[src/rtl/i2c_arb_pkg.sv]
// Shared types and default phase timings for the i2c_master arbiter.
// The fixed-priority build option is I2C_ARB_FIXED_PRIO_EN (see i2c_master_arbiter).
package i2c_arb_pkg;

  typedef enum logic [2:0] {IDLE, START, HDR, DATA, STOP} arb_state_t;

  localparam int unsigned ADDR_PHASE_CYCLES_D = 9;
  localparam int unsigned BYTE_PHASE_CYCLES_D = 9;
  localparam int unsigned STOP_CYCLES_D       = 2;
  localparam int unsigned LEN_W               = 4;

  function automatic int unsigned max3(int unsigned a, int unsigned b, int unsigned c);
    int unsigned m;
    m = (a > b) ? a : b;
    return (m > c) ? m : c;
  endfunction

  // Single-step modulo: v is always below 2*n at the call sites.
  function automatic int wrap_idx(int v, int n);
    return (v >= n) ? v - n : v;
  endfunction

endpackage

[src/rtl/i2c_arb_rr_pick.sv]
// Combinational rotate-and-priority-encode: first set req bit at or after ptr, wrapping.
// FIXED_PRIO ignores ptr so the lowest set index always wins.
module i2c_arb_rr_pick import i2c_arb_pkg::*; #(
  parameter int unsigned N_REQ      = 4,
  parameter bit          FIXED_PRIO = 1'b0,
  parameter int unsigned IDX_W      = $clog2(N_REQ)
) (
  input  logic [N_REQ-1:0] req,
  input  logic [IDX_W-1:0] ptr,
  output logic [N_REQ-1:0] win_onehot,
  output logic [IDX_W-1:0] win_idx,
  output logic             any
);

  logic [IDX_W-1:0] base;

  always_comb begin
    win_onehot = '0;
    win_idx    = '0;
    any        = 1'b0;
    base       = FIXED_PRIO ? '0 : ptr;
    for (int i = 0; i < int'(N_REQ); i++) begin
      if (!any && req[wrap_idx(int'(base) + i, int'(N_REQ))]) begin
        any = 1'b1;
        win_idx = IDX_W'(wrap_idx(int'(base) + i, int'(N_REQ)));
        win_onehot[wrap_idx(int'(base) + i, int'(N_REQ))] = 1'b1;
      end
    end
  end

endmodule

[src/rtl/i2c_master_arbiter.sv]
// Round-robin arbiter sequencing multi-byte transactions onto one i2c_master byte engine.
// Define I2C_ARB_FIXED_PRIO_EN for fixed lowest-index-wins priority.
module i2c_master_arbiter import i2c_arb_pkg::*; #(
  parameter int unsigned N_REQ             = 4,
  parameter int unsigned ADDR_PHASE_CYCLES = ADDR_PHASE_CYCLES_D,
  parameter int unsigned BYTE_PHASE_CYCLES = BYTE_PHASE_CYCLES_D,
  parameter int unsigned STOP_CYCLES       = STOP_CYCLES_D
) (
  input  logic                   clk,
  input  logic                   reset,
  input  logic [N_REQ-1:0]       req,
  input  logic [N_REQ-1:0]       req_rw,
  input  logic [7*N_REQ-1:0]     req_addr,
  input  logic [8*N_REQ-1:0]     req_wdata,
  input  logic [LEN_W*N_REQ-1:0] req_len,
  output logic [N_REQ-1:0]       gnt,
  output logic [N_REQ-1:0]       nxt,
  output logic [N_REQ-1:0]       done,
  output logic                   busy,
  output logic                   m_start,
  output logic                   m_stop,
  output logic                   m_rw,
  output logic [6:0]             m_addr,
  output logic [7:0]             m_wdata
);

  localparam int unsigned IDX_W = $clog2(N_REQ);
  localparam int unsigned CNT_W =
      $clog2(max3(ADDR_PHASE_CYCLES, BYTE_PHASE_CYCLES, STOP_CYCLES) + 1);
`ifdef I2C_ARB_FIXED_PRIO_EN
  localparam bit FIXED_PRIO = 1'b1;
`else
  localparam bit FIXED_PRIO = 1'b0;
`endif

  arb_state_t       state_q, state_d;
  logic [CNT_W-1:0] cnt_q, cnt_d;
  logic [LEN_W-1:0] byte_cnt_q, byte_cnt_d;
  logic [IDX_W-1:0] g_q, g_d, rr_q, rr_d;

  logic [N_REQ-1:0] gnt_q, gnt_d, nxt_q, nxt_d, done_q, done_d;
  logic             busy_q, busy_d, m_start_q, m_start_d, m_stop_q, m_stop_d, m_rw_q, m_rw_d;
  logic [6:0]       m_addr_q, m_addr_d;
  logic [7:0]       m_wdata_q, m_wdata_d;

  logic [N_REQ-1:0] pick_onehot;
  logic [IDX_W-1:0] pick_idx;
  logic             pick_any;
  logic [LEN_W-1:0] pick_len;

  i2c_arb_rr_pick #(
    .N_REQ      (N_REQ),
    .FIXED_PRIO (FIXED_PRIO),
    .IDX_W      (IDX_W)
  ) u_pick (
    .req        (req),
    .ptr        (rr_q),
    .win_onehot (pick_onehot),
    .win_idx    (pick_idx),
    .any        (pick_any)
  );

  assign pick_len = req_len[pick_idx*LEN_W +: LEN_W];

  always_ff @(posedge clk or posedge reset) begin
    if (reset) begin
      state_q    <= IDLE;
      cnt_q      <= '0;
      byte_cnt_q <= '0;
      g_q        <= '0;
      rr_q       <= '0;
      gnt_q      <= '0;
      nxt_q      <= '0;
      done_q     <= '0;
      busy_q     <= 1'b0;
      m_start_q  <= 1'b0;
      m_stop_q   <= 1'b0;
      m_rw_q     <= 1'b0;
      m_addr_q   <= '0;
      m_wdata_q  <= '0;
    end else begin
      state_q    <= state_d;
      cnt_q      <= cnt_d;
      byte_cnt_q <= byte_cnt_d;
      g_q        <= g_d;
      rr_q       <= rr_d;
      gnt_q      <= gnt_d;
      nxt_q      <= nxt_d;
      done_q     <= done_d;
      busy_q     <= busy_d;
      m_start_q  <= m_start_d;
      m_stop_q   <= m_stop_d;
      m_rw_q     <= m_rw_d;
      m_addr_q   <= m_addr_d;
      m_wdata_q  <= m_wdata_d;
    end
  end

  always_comb begin
    state_d    = state_q;
    cnt_d      = cnt_q;
    byte_cnt_d = byte_cnt_q;
    g_d        = g_q;
    rr_d       = rr_q;
    unique case (state_q)
      IDLE: begin
        if (pick_any) begin
          g_d        = pick_idx;
          byte_cnt_d = (pick_len == '0) ? LEN_W'(1) : pick_len;
          state_d    = START;
        end
      end
      START: begin
        cnt_d   = CNT_W'(ADDR_PHASE_CYCLES - 1);
        state_d = HDR;
      end
      HDR: begin
        if (cnt_q == '0) begin
          cnt_d   = CNT_W'(BYTE_PHASE_CYCLES - 1);
          state_d = DATA;
        end else begin
          cnt_d = cnt_q - 1'b1;
        end
      end
      DATA: begin
        if (cnt_q != '0) begin
          cnt_d = cnt_q - 1'b1;
        end else if (byte_cnt_q > LEN_W'(1)) begin
          byte_cnt_d = byte_cnt_q - 1'b1;
          cnt_d      = CNT_W'(BYTE_PHASE_CYCLES - 1);
        end else begin
          cnt_d   = CNT_W'(STOP_CYCLES - 1);
          state_d = STOP;
        end
      end
      STOP: begin
        if (cnt_q == '0) begin
          state_d = IDLE;
          rr_d    = (FIXED_PRIO || g_q == IDX_W'(N_REQ - 1)) ? '0 : g_q + 1'b1;
        end else begin
          cnt_d = cnt_q - 1'b1;
        end
      end
      default: state_d = IDLE;
    endcase
  end

  // Next values of the registered outputs.
  always_comb begin
    gnt_d     = gnt_q;
    nxt_d     = '0;
    done_d    = '0;
    m_rw_d    = m_rw_q;
    m_addr_d  = m_addr_q;
    m_wdata_d = m_wdata_q;
    if (state_q == IDLE && pick_any) begin
      gnt_d     = pick_onehot;
      nxt_d     = pick_onehot;
      m_rw_d    = req_rw[pick_idx];
      m_addr_d  = req_addr[pick_idx*7 +: 7];
      m_wdata_d = req_wdata[pick_idx*8 +: 8];
    end else if (state_q == DATA && cnt_q == '0 && byte_cnt_q > LEN_W'(1)) begin
      m_wdata_d = req_wdata[g_q*8 +: 8];
      nxt_d     = gnt_q;
    end else if (state_q == STOP && cnt_q == '0) begin
      done_d = gnt_q;
      gnt_d  = '0;
    end
    m_start_d = (state_d == START);
    m_stop_d  = (state_d == STOP) || (state_d == DATA && byte_cnt_d == LEN_W'(1));
    busy_d    = (state_d != IDLE);
  end

  assign gnt     = gnt_q;
  assign nxt     = nxt_q;
  assign done    = done_q;
  assign busy    = busy_q;
  assign m_start = m_start_q;
  assign m_stop  = m_stop_q;
  assign m_rw    = m_rw_q;
  assign m_addr  = m_addr_q;
  assign m_wdata = m_wdata_q;

endmodule

[config.mk]
export PLATFORM = sky130hd
export DESIGN_NAME = i2c_master_arbiter
export DESIGN_NICKNAME = d
export VERILOG_FILES = /design/src/rtl/i2c_arb_pkg.sv /design/src/rtl/i2c_arb_rr_pick.sv /design/src/rtl/i2c_master_arbiter.sv
export SDC_FILE = /design/constraint.sdc
export NUM_CORES = 1
export LEC_CHECK = 0
export ABC_AREA = 1
export CAP_MARGIN = 40
export CORE_MARGIN = 5
export CORE_UTILIZATION = 45
export DETAILED_ROUTE_END_ITERATION = 8
export PLACE_DENSITY = 0.81
export SLEW_MARGIN = 20
export SYNTH_ARGS = -nofsm -noshare
export SYNTH_HDL_FRONTEND = slang
export SYNTH_SLANG_ARGS = --single-unit
[constraint.sdc]
create_clock -name clk -period 3.48 [get_ports clk]
set_input_delay 0.696 -clock clk [delete_from_list [all_inputs] [get_ports clk]]
set_output_delay 0.696 -clock clk [all_outputs]
set_load 0.03 [all_outputs]
==> impl_metrics.json, run 1 <==
{
  "period_needed_ps": 3111,
  "root_buffer": "clkbuf_8",
  "pin_count": 117,
  "die_y_um": 94.49,
  "worstPathArrival_ps": 3290,
  "hold_slack_ps": 505.7,
  "powerDensity_nw_per_um2": 253.3,
  "finalCritPeriodShare_pct": 89.40,
  "grt.overflow.total": 0,
  "crit_chain": "inv_1, ha_1, inv_1, nand3_2, nand2_1, nand4_4, nand2_4, nand2_4, o21ai_4, inv_4, o21ai_0, o22ai_1, nand2_1, nand2_1",
  "antenna_found_initial": 0,
  "finalMaxSlewViolations": 0,
  "layout-drive-gt1-share_pct": 8.909,
  "area_delta_synth_final_pct": 42.38,
  "drt_first_pass_iters": 5,
  "min_to": "m_addr[6]",
  "synth-main-ff-cell": "dfrtp_1",
  "fin_ws_ps": 369.0,
  "via_count": 3328,
  "cts_setup_buffers": 0,
  "status": "complete, no violations",
  "wl_um": 9065,
  "dp_hpwl_um": 7195,
  "final_cell_mix": "clkdlybuf4s50_1, nand2_1, o21ai_0, inv_1, nor2_1",
  "multi_input_area_sq_um": 1773,
  "critPathKind": "flip-flop to flip-flop",
  "ys_ff_latch": 46,
  "synth-edff-count": 0,
  "rows": 30,
  "slowest_delay_ps": 540,
  "clk_pin_slew_worst_paths_ps": 90,
  "cp.depth": 14,
  "p_leak_nw": 2.104,
  "insertion_delay_ps": 300,
  "rr_worst_depth": 14,
  "syn-num-nets": 531,
  "crit_family": "simple AND/OR/NAND/NOR gates",
  "final.setup_skew_ps": 13.86,
  "cp.buffers_inverters": 3,
  "clock_path_buffers": 2,
  "timing.reg2reg.setup_slack_ps": 370,
  "wl_met2_um": 4146,
  "synth_area_sq_um": 3212,
  "ys_seq_area_share_pct": 35.84,
  "final.setup.tns_ps": 0,
  "end_kind": "flip-flop",
  "cts_sinks": 46,
  "stdcell_count": 646,
  "drc": 0,
  "die_w_um": 94.49,
  "grt_pass1_vias": 3302,
  "rsz0062_at_grt": "no",
  "finish.utilization_pct": 66.58,
  "grt_pass1_wl_um": 14710,
  "grt_max_degree": 27,
  "drv_cap": 0,
  "ant_nets": 0,
  "yosysWarnings": 0,
  "top_layer_used": "met4",
  "slowest_stage": "dfrtp_1",
  "initial_core_util_pct": 46.76,
  "diodes": 0,
  "placed_area_sq_um": 4463,
  "core_sq_um": 6869,
  "fin_nets": 648,
  "first_iter_violations": 240,
  "place_ws_ps": 338.4,
  "layout_commonest_cell": "clkdlybuf4s50_1",
  "irDropWorstVdd_v": 0.0002176,
  "wl_met3_um": 927,
  "hold_viol": 0,
  "ys_types": 36,
  "grt_use_total_pct": 20.36,
  "whs_path_depth": 2,
  "seqCellArea_sq_um": 1151,
  "fill_cells": 586,
  "fmax_ghz": 0.3214,
  "reg2reg_to": "m_wdata[7]",
  "worstHoldStart": "m_addr[6]",
  "cp.required_ps": 3660,
  "synth_cells": 432,
  "place_congestion": 0.8662,
  "dp.cells": 638,
  "synthArstFlopShare_pct": 100.0,
  "tightestPinTransition_ps": 609.6,
  "worst-path-max-fanout": 26,
  "syn_area_per_cell_sq_um": 7.435,
  "numCtsBuffers": 5,
  "die_area_sq_um": 8927,
  "final_cell_area_sq_um": 4573,
  "worstSetupStartpointType": "flip-flop",
  "cts_resized": 0,
  "timing.rr.start": "rr_q[1]",
  "htree_levels": 2,
  "cp_common_cell": "nand2_1",
  "finalSetupViolations": 0,
  "holdCritPathClass": "flip-flop to flip-flop",
  "cts_tree": "built",
  "p_total_mw": 1.158,
  "wl_met1_um": 3897,
  "cts_hold_buf": 0,
  "detail_route.wl_per_cell_um": 14.03,
  "vias_per_cell": 5.152,
  "port-buffer-count": 116,
  "relSlewSlack_pct": 59.21
}
## routing by layer
metal	vias up	GRT usage (%)
li1	1661	-
met1	1512	24.12
met2	146	35.82
met3	9	6.454
met4	0	4.928
met5	-	0
## cell families (layout without fill, tap and decap cells)
logic type      count (synthesis)  count (layout)  synth area share [%]
compound gates                 94              94                 17.53
xor+xnor                        3               3                0.8182
fa+ha+maj                      13              13                 5.064
buf+inv                        65             183                 8.959
flops                          46              46                 35.84
simple gates                  211             211                 31.79
## report_power, final
group          leakage [nW]  internal (mW)  switching (mW)
sequential            0.588          0.539         0.00277
clock                0.0514          0.215           0.190
combinational          1.46          0.120          0.0923
## worst min-delay path, delay by kind of cell, from the launching register on
family / cells / cell delay, ps
flops: 1 / 350
compound gates: 1 / 60
simple gates: 1 / 60
## registers in the layout, summed over array words and instances (netlist names)
| signal | count |
|---|---|
| m_addr | 7 |
| m_rw | 1 |
| nxt | 4 |
| g_q | 2 |
| byte_cnt_q | 4 |
| rr_q | 2 |
| done | 4 |
| gnt | 4 |
| m_start | 1 |
| busy | 1 |
| state_q | 3 |
| m_stop | 1 |
| cnt_q | 4 |
| m_wdata | 8 |
## cell usage after synthesis (2+ instances only)
library cell | n | share of area [%]
buf_6 | 4 | 1.4
nor2_2 | 8 | 1.6
nand2_1 | 91 | 11
dfrtp_1 | 46 | 36
inv_1 | 50 | 5.8
xor2_1 | 2 | 0.55
a211oi_1 | 2 | 0.47
nand2_2 | 5 | 0.97
o221ai_1 | 9 | 2.5
o31ai_1 | 2 | 0.47
o21ai_2 | 2 | 0.55
nor2_4 | 3 | 1.1
inv_2 | 4 | 0.47
inv_4 | 2 | 0.39
a22oi_1 | 4 | 0.93
nor2_1 | 47 | 5.5
ha_1 | 13 | 5.1
nand2_4 | 5 | 1.8
a21oi_1 | 9 | 1.4
nand3_1 | 42 | 6.5
clkbuf_1 | 2 | 0.23
o22ai_1 | 8 | 1.6
o21ai_0 | 52 | 8.1
nand3_2 | 5 | 1.6
o21ai_1 | 3 | 0.47
buf_4 | 2 | 0.47
## final cells by class
cell class / instances / share of cell area, %
repair buffers: 119 / 26.32
well taps: 96 / 2.627
clock buffers: 6 / 1.587
multi-input cells: 321 / 38.77
clock inverters: 2 / 0.8208
flip-flops and latches: 46 / 25.17
inverters: 56 / 4.706
## how the worst max path moves through the flow
stage,from,endpoint
floorplan,rr_q[1],m_wdata[0]
global placement,req[3],m_wdata[6]
detailed placement,req[2],m_wdata[6]
CTS,rr_q[1],m_wdata[6]
global route,rr_q[1],m_wdata[7]
finish,rr_q[1],m_wdata[7]
(Power assumes the default switching activity.)
==> inputs of run 2 (changes only) <==
CORE_UTILIZATION = 41   (was 45)
PLACE_DENSITY = 0.77   (was 0.81)
clock period = 2.6 ns   (was 3.48 ns; I/O delays follow)
==> impl_metrics.json, run 2 (synthesized netlist as in run 1, its figures left out) <==
{
  "cts_hold_buf": 0,
  "p_leak_nw": 2.191,
  "largest_reg_flops": 8,
  "clock_path_buffers": 2,
  "irDropWorstVdd_v": 0.0001859,
  "diodes": 0,
  "relSlewSlack_pct": 74.96,
  "stdcell_count": 673,
  "end_kind": "flip-flop",
  "worstPathArrival_ps": 2610,
  "first_iter_violations": 129,
  "root_buffer": "clkbuf_8",
  "critPathKind": "flip-flop to flip-flop",
  "die_y_um": 98.51,
  "core_sq_um": 7687,
  "grt_pass1_vias": 3434,
  "multi_input_area_sq_um": 1773,
  "grtUsageMet2_pct": 32.35,
  "vias_per_cell": 5.092,
  "grt_pass1_wl_um": 15540,
  "antenna_found_initial": 0,
  "grt-busiest-layer": "met2",
  "seqCellArea_sq_um": 1151,
  "slowest_delay_ps": 370,
  "period_needed_ps": 2410,
  "insertion_delay_ps": 300,
  "port-buffer-count": 116,
  "worstSetupStartpointType": "flip-flop",
  "grt_use_total_pct": 19.01,
  "rows": 32,
  "htree_levels": 2,
  "finalSetupViolations": 0,
  "numCtsBuffers": 5,
  "crit_chain": "inv_2, ha_1, inv_1, nand3_2, nand2_4, nand2_2, nor2_4, nand2_2, inv_1, nor2_2, buf_4, nor2_4, inv_2, nand2_4, inv_2, o21ai_1, o22ai_1, nand2_1, nand2_1",
  "pin_count": 117,
  "detail_route.wl_per_cell_um": 13.82,
  "cts_setup_buffers": 0,
  "clk_pin_slew_worst_paths_ps": 90,
  "powerDensity_nw_per_um2": 312.5,
  "holdCritPathClass": "flip-flop to flip-flop",
  "final.setup.tns_ps": 0,
  "ant_nets": 0,
  "fill_cells": 705,
  "drt_first_pass_iters": 4,
  "wl_um": 9302,
  "drv_cap": 0,
  "tightestPinTransition_ps": 374.2,
  "worst-path-max-fanout": 10,
  "final.setup_skew_ps": 5.862,
  "finalCritPeriodShare_pct": 92.68,
  "fin_ws_ps": 190.4,
  "place_ws_ps": -76.10,
  "met3_usage_pct": 5.945,
  "dp.cells": 665,
  "layout-drive-gt1-share_pct": 12.43,
  "fmax_ghz": 0.4150,
  "cp_common_cell": "inv_2",
  "grt.overflow.total": 0,
  "status": "complete, no violations",
  "finalMaxSlewViolations": 0,
  "dp_hpwl_um": 7495,
  "area_delta_synth_final_pct": 46.79,
  "cts_tree": "built",
  "layout_commonest_cell": "clkdlybuf4s50_1",
  "via_count": 3427,
  "globalRouteMet1Util_pct": 23.78,
  "die_area_sq_um": 9704,
  "die_w_um": 98.51,
  "initial_core_util_pct": 41.78,
  "cts_sinks": 46,
  "place_congestion": 0.9219,
  "rsz0062_at_grt": "no",
  "slowest_stage": "dfrtp_1",
  "grt_max_degree": 47,
  "final_cell_mix": "clkdlybuf4s50_1, nand2_1, o21ai_0, inv_1, nor2_1",
  "hold_viol": 0,
  "fin_nets": 669,
  "cp.required_ps": 2800,
  "drc": 0
}
[run 2: cell types whose count changed in the layout (fill, tap and decap cells not counted)]
cell,change
buf_12,+1
buf_16,-1
buf_4,+21
bufinv_16,-1
clkbuf_1,-1
clkinv_4,+1
inv_6,+1
o21ai_0,-1
o21ai_1,+1
[run 2: where the power goes]
group	internal [mW]	switching, mW	total, mW
combinational	0.168	0.125	0.293
clock	0.194	0.261	0.456
sequential	0.721	0.00376	0.725
total	1.08	0.390	1.47
[run 2: critical path: cells and delay by family, from the launching register on]
family,cells,cell delay (ps)
AND/OR/NAND/NOR,10,870
AO/OA/AOI/OAI,2,190
adder cells (fa/ha/maj),1,340
flip-flops,1,370
buffers and inverters,6,540
[run 2: worst paths after layout]
| check | start | to | slack (ps) | cells after the start |
|---|---|---|---|---|
| worst min-delay path | cnt_q[1] | cnt_q[1] | 490 | 2 |
| worst max-delay path | rr_q[0] | m_wdata[2] | 190 | 19 |
| min in group asynchronous | reset | m_addr[1] | 570 | 3 |
| worst min register to register | cnt_q[1] | cnt_q[1] | 490 | 2 |
| worst max register to register | rr_q[0] | m_wdata[2] | 190 | 19 |
| max in group asynchronous | reset | done[2] | 1820 | 3 |
[run 2: what timing repair did]
action,in CTS,in global routing
setup endpoints to repair,0,1
gates resized for setup,0,1
hold endpoints to repair,0,0
[run 2: metal layers]
| layer | up-vias | routed length, um | part of all wire, % |
|---|---|---|---|
| li1 | 1710 | - | - |
| met1 | 1553 | 4143 | 45 |
| met2 | 156 | 4223 | 45 |
| met3 | 8 | 857 | 9.2 |
| met4 | 0 | 77 | 0.83 |
| met5 | - | 0 | 0 |
[run 2: cell type report]
| type | count | share of cell area, % |
|---|---|---|
| flip-flops and latches | 46 | 24.42 |
| well taps | 102 | 2.707 |
| repair buffers | 140 | 28.72 |
| multi-input cells | 321 | 37.61 |
| clock inverters | 3 | 0.5308 |
| inverters | 56 | 4.565 |
| clock buffers | 5 | 1.460 |
[run 2: metrics by stage]
step           hold slack, ps  cell area (sq um)  util [%]  total power [mW]
2_1_floorplan           445.9               3212         -            0.8541
3_3_place_gp            474.4               4621     60.11             1.028
3_5_place_dp            472.4               4621     60.11             1.032
4_1_cts                 493.6               4715     61.33             1.493
5_1_grt                 519.7               4715     61.33             1.556
6_report                492.9               4715     61.33             1.473
==> inputs of run 3 (changes only) <==
ABC_CLOCK_PERIOD_IN_PS = 2600   (was unset)
PLACE_DENSITY = 0.78   (was 0.77)
SLEW_MARGIN = 10   (was 20)
SYNTH_HIERARCHICAL = 1   (was unset)
==> impl_metrics.json, run 3 <==
{
  "syn_area_per_cell_sq_um": 7.169,
  "dp.cells": 691,
  "yosysWarnings": 6,
  "cts_sinks": 46,
  "ys_seq_area_share_pct": 35.92,
  "grt_pass1_wl_um": 16130,
  "fmax_ghz": 0.4234,
  "worstSetupStartpointType": "primary input",
  "relSlewSlack_pct": 76.47,
  "rows": 32,
  "irDropWorstVdd_v": 0.0001897,
  "die_area_sq_um": 9684,
  "timing.reg2reg.setup_slack_ps": 250,
  "first_iter_violations": 159,
  "die_y_um": 98.41,
  "port-buffer-count": 116,
  "grt.overflow.total": 0,
  "initial_core_util_pct": 41.68,
  "critPathKind": "primary input to flip-flop",
  "diodes": 0,
  "worstPathArrival_ps": 2610,
  "timing.rr.start": "rr_q[0]",
  "grt_use_total_pct": 19.88,
  "post-synth-top-count-cell": "nand2_1",
  "clk_pin_slew_worst_paths_ps": 80,
  "ys_ff_latch": 46,
  "syn-num-nets": 546,
  "cts_hold_buf": 0,
  "fill_cells": 703,
  "final_cell_mix": "nand2_1, clkdlybuf4s50_1, inv_1, nand3_1, dfrtp_1",
  "htree_levels": 2,
  "root_buffer": "clkbuf_8",
  "finalSetupViolations": 0,
  "layout-drive-gt1-share_pct": 12.37,
  "synth-edff-count": 0,
  "synth.top_cell.area_share_pct": 35.92,
  "synthArstFlopShare_pct": 100.0,
  "wl_um": 9413,
  "grt_pass1_vias": 3599,
  "ant_nets": 0,
  "finalMaxSlewViolations": 0,
  "powerDensity_nw_per_um2": 306.2,
  "cp.required_ps": 2840,
  "core_sq_um": 7687,
  "grt_max_degree": 47,
  "seqCellArea_sq_um": 1154,
  "synth_area_leaders": "dfrtp_1, nand2_1, nand3_1",
  "fin_nets": 696,
  "drc": 0,
  "end_kind": "flip-flop",
  "largest_reg_flops": 8,
  "antenna_found_initial": 0,
  "p_total_mw": 1.489,
  "via_count": 3476,
  "pin_count": 117,
  "synth_cells": 447,
  "drv_cap": 0,
  "worst-path-max-fanout": 8,
  "die_w_um": 98.41,
  "detail_route.wl_per_cell_um": 13.45,
  "drt_first_pass_iters": 4,
  "finalCritPeriodShare_pct": 90.84,
  "cts_tree": "built",
  "synthTopCellsByCount": "nand2_1, inv_1, dfrtp_1",
  "rsz0062_at_grt": "no",
  "place_congestion": 0.9295,
  "startpoint": "req[1]",
  "synth_area_sq_um": 3204,
  "period_needed_ps": 2362,
  "layout_commonest_cell": "nand2_1",
  "ys_types": 32,
  "insertion_delay_ps": 300,
  "status": "complete, no violations",
  "stdcell_count": 700,
  "multi_input_area_sq_um": 1783,
  "holdCritPathClass": "flip-flop to flip-flop",
  "hold_viol": 0,
  "area_delta_synth_final_pct": 51.82,
  "p_leak_nw": 2.414,
  "tightestPinTransition_ps": 352.0,
  "vias_per_cell": 4.966,
  "finish.utilization_pct": 63.28,
  "clock_path_buffers": 2,
  "dp_hpwl_um": 7608,
  "synth-main-ff-cell": "dfrtp_1",
  "yosysTopAreaCell": "dfrtp_1",
  "numCtsBuffers": 5,
  "worstHoldStart": "g_q[0]",
  "final.setup_skew_ps": 7.742
}
[run 3: cell types whose count changed in the layout (fill, tap and decap cells not counted), moves of 4 or more]
cell / before / now
nor2_1: 47 / 16
nand4_1: 1 / 7
a21oi_1: 9 / 13
nand2_4: 5 / 1
a21boi_0: 0 / 4
mux2i_1: 0 / 16
nor3_1: 0 / 4
o21ai_1: 4 / 0
nor2_2: 8 / 3
nand2_1: 91 / 171
o21ai_0: 51 / 7
buf_4: 23 / 29
buf_12: 1 / 5
[run 3: layout make-up]
class | count | share of cell area (%)
Tap cell | 102 | 2.623
Inverter | 60 | 4.733
Clock buffer | 7 | 1.775
Clock inverter | 1 | 0.1029
Sequential cell | 46 | 23.71
Multi-Input combinational cell | 334 | 36.65
Timing Repair Buffer | 150 | 30.40
[run 3: logic make-up after synthesis]
| logic type | share of synthesized area [%] |
|---|---|
| adder cells (fa/ha/maj) | 5.076 |
| XOR/XNOR | 0.2734 |
| AND/OR/NAND/NOR | 35.45 |
| AO/OA/AOI/OAI | 9.137 |
| flip-flops | 35.92 |
| buffers and inverters | 8.785 |
| multiplexers | 5.349 |
[run 3: through the flow]
stage                     setup TNS (ps)  hold slack, ps  cell area, sq um  worst slack, ps
after detailed placement          -678.1           469.4              4757           -113.7
after global placement            -207.3           464.7              4757           -67.65
final                                  0           486.2              4865            238.3
after CTS                              0           495.9              4848            178.7
after floorplan                        0           457.4              3212            34.92
after global routing                   0           518.4              4865            30.86
[run 3: power by group]
group,internal [mW],switching [mW]
Combinational,0.187,0.128
Clock,0.215,0.235
Sequential,0.721,0.00423
Total,1.12,0.367
[run 3: worst paths after layout]
path / endpoint / depth (start not counted)
worst max-delay path: m_stop / 18
worst min-delay path: rr_q[0] / 1
worst max register to register: m_stop / 18
max in group asynchronous: rr_q[1] / 3
worst min register to register: rr_q[0] / 1
min in group asynchronous: m_wdata[0] / 3
[run 3: critical path: stages]
cell and delay (ps):
clkdlybuf4s50_1 480, inv_1 50, nand2_1 80, nand3_2 120
nand2_4 100, nor2_2 50, a21oi_2 150, nand3_2 130
buf_4 190, nand2_1 60, nand3_1 70, nand2_1 110
nand2_1 60, nand2_1 70, nand3_1 90, nor2_1 130
nand3_1 80, nand2_1 60
[run 3: timing repair]
| item | CTS | global route |
|---|---|---|
| endpoints found under the setup margin | 0 | 1 |
| endpoints found under the hold margin | 0 | 0 |
| gates resized for setup | 0 | 3 |
| setup buffers | 0 | 1 |
[run 3: metal layers]
metal	vias up	global-route usage (%)	wire length, um
met4	0	8.403	296
met3	25	4.643	654
li1	1740	-	-
met1	1578	24.48	4007
met2	133	33.28	4454
met5	-	0	0
